==> config.mk <==
export PLATFORM = sky130hd
export DESIGN_NAME = mnist_line_buffer_ctrl
export DESIGN_NICKNAME = d
export VERILOG_FILES = /design/src/rtl/mnist_line_buffer_ctrl.sv
export SDC_FILE = /design/constraint.sdc
export NUM_CORES = 2
export LEC_CHECK = 0
export BUFFER_PORTS_ARGS = -buffer_cell sky130_fd_sc_hd__buf_2
export CAP_MARGIN = 15
export CELL_PAD_IN_SITES_DETAIL_PLACEMENT = 1
export CELL_PAD_IN_SITES_GLOBAL_PLACEMENT = 2
export CORE_MARGIN = 5
export CORE_UTILIZATION = 30
export CTS_CLUSTER_DIAMETER = 100
export CTS_CLUSTER_SIZE = 12
export DETAILED_ROUTE_END_ITERATION = 6
export PLACE_DENSITY_LB_ADDON = 0.3
export SYNTH_ARGS = -nofsm -noshare
export SYNTH_HDL_FRONTEND = slang
export SYNTH_SLANG_ARGS = --single-unit
==> constraint.sdc <==
create_clock -name axi_clk -period 10.4 [get_ports axi_clk]
set_input_delay 1.04 -clock axi_clk [delete_from_list [all_inputs] [get_ports axi_clk]]
set_output_delay 1.04 -clock axi_clk [all_outputs]
set_load 0.02 [all_outputs]
==> src/rtl/mnist_line_buffer_ctrl.sv <==
// Receive-side line buffer for the MNIST CNN input: four rotating row buffers
// feeding one raw 3x3 window per cycle, with a per-row "send next row" interrupt.
module mnist_line_buffer_ctrl #(
    parameter int IMG_W  = 28,
    parameter int DATA_W = 8
) (
    input  logic                axi_clk,
    input  logic                axi_rst,
    input  logic                i_data_valid,
    input  logic [DATA_W-1:0]   i_data,
    output logic [9*DATA_W-1:0] o_pixel_data,
    output logic                o_pixel_data_valid,
    output logic                o_intr,
    output logic                o_frame_done,
    output logic                o_overflow
);

    localparam int CW = $clog2(IMG_W);
    localparam logic [CW-1:0] COL_LAST = CW'(IMG_W - 1);
    localparam logic [CW-1:0] COL_RET  = CW'(IMG_W - 3);
    localparam logic ST_IDLE = 1'b0;
    localparam logic ST_READ = 1'b1;

    logic [3:0][IMG_W-1:0][DATA_W-1:0] lb_q;

    logic [1:0]          wr_buf_q, wr_buf_d, rd_buf_q, rd_buf_d;
    logic [CW-1:0]       wr_col_q, wr_col_d, rd_col_q, rd_col_d;
    logic [CW-1:0]       out_row_q, out_row_d;
    logic [2:0]          rows_filled_q, rows_filled_d;
    logic                state_q, state_d;
    logic [9*DATA_W-1:0] pix_q, win;
    logic                valid_q, intr_q, fd_q, ovf_q;
    logic                wr_full, wr_en, row_done;
    logic                rd_act, retire, frame_end;

    // A full ring drops the pixel instead of overwriting a row still being read.
    assign wr_full  = (rows_filled_q == 3'd4);
    assign wr_en    = i_data_valid && !wr_full;
    assign row_done = wr_en && (wr_col_q == COL_LAST);

    always_ff @(posedge axi_clk) begin
        if (wr_en) lb_q[wr_buf_q][wr_col_q] <= i_data;
    end

    always_ff @(posedge axi_clk or posedge axi_rst) begin
        if (axi_rst) state_q <= ST_IDLE;
        else         state_q <= state_d;
    end

    always_comb begin
        state_d = state_q;
        case (state_q)
            ST_IDLE: if (rows_filled_q >= 3'd3) state_d = ST_READ;
            ST_READ: if (rd_col_q == COL_RET)   state_d = ST_IDLE;
            default: state_d = ST_IDLE;
        endcase
    end

    always_comb begin
        rd_act    = (state_q == ST_READ);
        retire    = rd_act && (rd_col_q == COL_RET);
        frame_end = retire && (out_row_q == COL_RET);
    end

    // Window byte (3*row + col): row 0 is the oldest buffer, col 0 is leftmost.
    always_comb begin
        win = '0;
        for (int j = 0; j < 3; j++) begin
            for (int k = 0; k < 3; k++) begin
                win[(3*j+k)*DATA_W +: DATA_W] = lb_q[rd_buf_q + 2'(j)][rd_col_q + CW'(k)];
            end
        end
    end

    always_comb begin
        wr_col_d      = wr_col_q;
        wr_buf_d      = wr_buf_q;
        rd_col_d      = rd_col_q;
        rd_buf_d      = rd_buf_q;
        out_row_d     = out_row_q;
        rows_filled_d = rows_filled_q;
        if (wr_en) begin
            if (row_done) begin
                wr_col_d = '0;
                wr_buf_d = wr_buf_q + 2'd1;
            end else begin
                wr_col_d = wr_col_q + 1'b1;
            end
        end
        if (rd_act) rd_col_d = retire ? '0 : rd_col_q + 1'b1;
        if (retire) begin
            rd_buf_d  = rd_buf_q + 2'd1;
            out_row_d = out_row_q + 1'b1;
        end
        case ({row_done, retire})
            2'b10:   rows_filled_d = rows_filled_q + 3'd1;
            2'b01:   rows_filled_d = rows_filled_q - 3'd1;
            default: rows_filled_d = rows_filled_q;
        endcase
        // The two trailing rows of a frame never form a window; restart at the writer.
        if (frame_end) begin
            out_row_d     = '0;
            rd_buf_d      = wr_buf_d;
            rows_filled_d = row_done ? 3'd1 : 3'd0;
        end
    end

    always_ff @(posedge axi_clk or posedge axi_rst) begin
        if (axi_rst) begin
            wr_buf_q      <= '0;
            wr_col_q      <= '0;
            rd_buf_q      <= '0;
            rd_col_q      <= '0;
            out_row_q     <= '0;
            rows_filled_q <= '0;
            pix_q         <= '0;
            valid_q       <= 1'b0;
            intr_q        <= 1'b0;
            fd_q          <= 1'b0;
            ovf_q         <= 1'b0;
        end else begin
            wr_buf_q      <= wr_buf_d;
            wr_col_q      <= wr_col_d;
            rd_buf_q      <= rd_buf_d;
            rd_col_q      <= rd_col_d;
            out_row_q     <= out_row_d;
            rows_filled_q <= rows_filled_d;
            if (rd_act) pix_q <= win;
            valid_q       <= rd_act;
            intr_q        <= retire;
            fd_q          <= frame_end;
            ovf_q         <= ovf_q | (i_data_valid && wr_full);
        end
    end

    assign o_pixel_data       = pix_q;
    assign o_pixel_data_valid = valid_q;
    assign o_intr             = intr_q;
    assign o_frame_done       = fd_q;
    assign o_overflow         = ovf_q;

endmodule

==> metrics.md <==
| Metric | Value |
|---|---|
| Post-CTS Hold Fix Bufs | 0 |
| Status | finished, violations left |
| CP Launch Point | rd_col_q[0] |
| Initial antenna violation count | 35 |
| WL final | 367300 um |
| Avg Cell Area, Syn | 12.74 sq um |
| Final worst-path cycle share | 61.78% |
| Hold Slack | ~350 ps |
| First-pass GRT wire length | 489900 um |
| Congestion Overflow GR | 0 |
| TritonCTS clock tree | yes |
| Clock Latency Late Sink | 800 ps |
| Number of flops mapped to enable cells by yosys | 896 |
| Worst Path Arrival | 7070 ps |
| Critical Path Sink | o_pixel_data[13] |
| Pwr Total | 26.41 mW |
| CP Capture Type | flop |
| Failing checks | capacitance limit, slew limit |
| CTS sink count | slightly below 1k |
| Num rows | 173 |
| CP Class | reg -> reg |
| Fin area | about 0.073 sq mm |
| Detail Route Antenna Nets | 0 |
| Width of the die | 481.4 um |
| PnR worst setup slack | 3975 ps |
| Cells on worst reg2reg path | 10 |
| DRT iter0 DRCs | between 8k and 9k |
| Critical R2R Capture | o_pixel_data[13] |
| Worst Skew | 68.93 ps |
| Number of cells produced by synthesis | 5231 |
| Shortest period the worst path allows | 6425 ps |
| Util after Layout | 32.87% |
| Inst Count DP | 7992 |
| # DRC | 0 |
| Startpoint Class | flop |
| Drt wl/cell | between 40 and 50 um |
| Layout Cells excl Fill | 8182 |
| Worst-path maximum fanout | 130 |
| Fill count | 23.67k |
| FF-to-FF Start | rd_col_q[0] |
| Vias in the first global route | 52.54k |
| Worst slew pin tran | 1572 ps |
| Commonest non-fill, non-tap cell in the layout | edfxtp_1 |
| Core area | 0.2217 sq mm |
| Slew Limit Fails | 3 |
| Area Growth Syn to Fin | 9.293% |
| Pre-CTS WS | 4317 ps |
| Ys Warns | 0 |
| Hold Vio Cnt, Final | 0 |
| Max frequency | between 0.15 and 0.2 GHz |
| Die Area | 0.2317 sq mm |
| PostCTS Resize Cnt | 0 |
| Final setup viols | 0 |
| Final nets | 5143 |
| Vias post-DR | 56.04k |
| H-Tree Depth | 3 |
| Dominant synthesized flop cell | edfxtp_1 |
| Worst EP required | 11040 ps |
| Num CTS Buffers | 97 |
| Via density | 6.849 |
| Synth Cell Area | 0.06666 sq mm |
| Max Cap Violations | 1 |
| CTS Root Cell | clkbuf_16 |
| Yosys cell types | 83 |
| Hold Crit Class | in -> async |
| DPL Wire Length | 262000 um |
| Worst relative slew slack | -4.811% |
| Setup TNS | 0 ps |
| Placed Area | 0.06994 sq mm |
| RePlAce Congestion | between 0.9 and 1 |
| CTS max path bufs | 3 |
| Clock slew at reported path FFs | about 70 ps |
| Largest net degree at the start of global routing | 131 |
| Seq/Total Area, Yosys | 44.08% |
| I/O Buffers | 86 |
| RSZ-0062 raised after global routing | no |
| Initial Util | 30.07% |
| Asr flop ratio synth | 9.950% |
| PD cells | ~360 mW/mm^2 |
| Maximum VDD drop | between 0.2 and 0.3 mV |
| Die height | 481.4 um |
| Drt first pass iters | 6 |
| Lkg Pwr | 25.31 nW |
| Post-CTS Setup Bufs | 0 |
| Total track usage | between 30% and 40% |
| Syn_nets | around 5.3k |
| Layout cells sized above 1 | between 20% and 30% |
| Most frequent cells in the layout | edfxtp_1 (896), mux4_2 (574), mux2i_1 (505) |
| #FFs+latches synth | 995 |
| Num ports | 87 |
| R2R setup slack | 3970 ps |
-- synthesized netlist by cell type, types with 57 or more instances --
master / instances / area (sq um)
nand3_1: 92 / 460.4
a221oi_1: 156 / 1366
nand2_1: 473 / 1775
nor2_1: 388 / 1456
clkbuf_1: 154 / 578.1
o221ai_1: 57 / 499.2
mux2i_1: 505 / 5055
buf_4: 75 / 563.0
a211oi_1: 80 / 600.6
o22ai_1: 208 / 1301
a22oi_1: 174 / 1306
mux2_2: 191 / 2151
a21oi_1: 171 / 855.8
mux4_2: 574 / 12930
dfrtp_1: 99 / 2477
edfxtp_1: 896 / 26910
buf_6: 67 / 754.5
buf_2: 140 / 700.7
o21ai_0: 143 / 715.7
-- how the worst min path moves through the flow --
stage	endpoint	startpoint	depth (start not counted)	slack (ps)
after floorplan	o_pixel_data_valid	rd_act	0	350
after global placement	o_overflow	o_overflow	1	440
after detailed placement	o_overflow	o_overflow	1	440
after CTS	o_pixel_data[1]	axi_rst	2	320
after global routing	o_pixel_data[30]	axi_rst	2	380
final	o_pixel_data[30]	axi_rst	2	350
-- worst max-delay path, stage by stage, from the launching register on --
cell and delay, ps:
dfrtp_4 870, buf_12 730, buf_4 820, buf_4 860, nor2_2 300, a22o_1 290
a221o_1 290, mux2_2 310, a221oi_1 1280, buf_4 290, a311oi_1 50
-- metal layers --
metal  GRT usage (%)  vias to the layer above  part of all wire (%)
met4           17.88                       36                   6.9
met3           8.377                      799                    12
met5               0                        -                 0.065
met2           43.99                     4226                    42
li1                -                    21230                     -
met1           41.81                    29748                    40
-- flip-flops by register name, indices dropped and copies added (netlist names) --
name / count
lb_q: 896
o_frame_done: 1
o_intr: 1
o_overflow: 1
o_pixel_data: 72
o_pixel_data_valid: 1
out_row_q: 5
rd_act: 1
rd_buf_q: 2
rd_col_q: 5
rows_filled_q: 3
wr_buf_q: 2
wr_col_q: 5
-- area by class of cell --
cell class | count | area [sq um] | share of cell area [%]
clock inverters | 16 | 168.9 | 0.2319
inverters | 57 | 232.7 | 0.3194
repair buffers | 285 | 2078 | 2.853
clock buffers | 152 | 2676 | 3.674
diodes | 20 | 50.05 | 0.06870
multi-input cells | 3682 | 34520 | 47.38
well taps | 2975 | 3722 | 5.109
flip-flops and latches | 995 | 29410 | 40.37
-- where the power goes --
part	switching, mW	internal [mW]	leakage, nW
registers	0.655	4.64	9.21
logic	12.4	5.23	14.7
clock network	1.73	1.80	1.37
total	14.7	11.7	25.3
-- cell families (layout without fill, tap and decap cells) --
family	after synthesis	in the layout	synth area share, %
AOI/OAI and AO/OA	1257	1257	13.29
xor gates and xnor gates	12	12	0.1802
adders and majority gates	14	14	0.2741
buffers and inverters	554	510	4.721
DFF	995	995	44.08
muxes	1277	1277	30.38
other	0	20	0
and+or+nand+nor	1122	1122	7.078
Note: power is estimated with default switching activity, not from simulation.
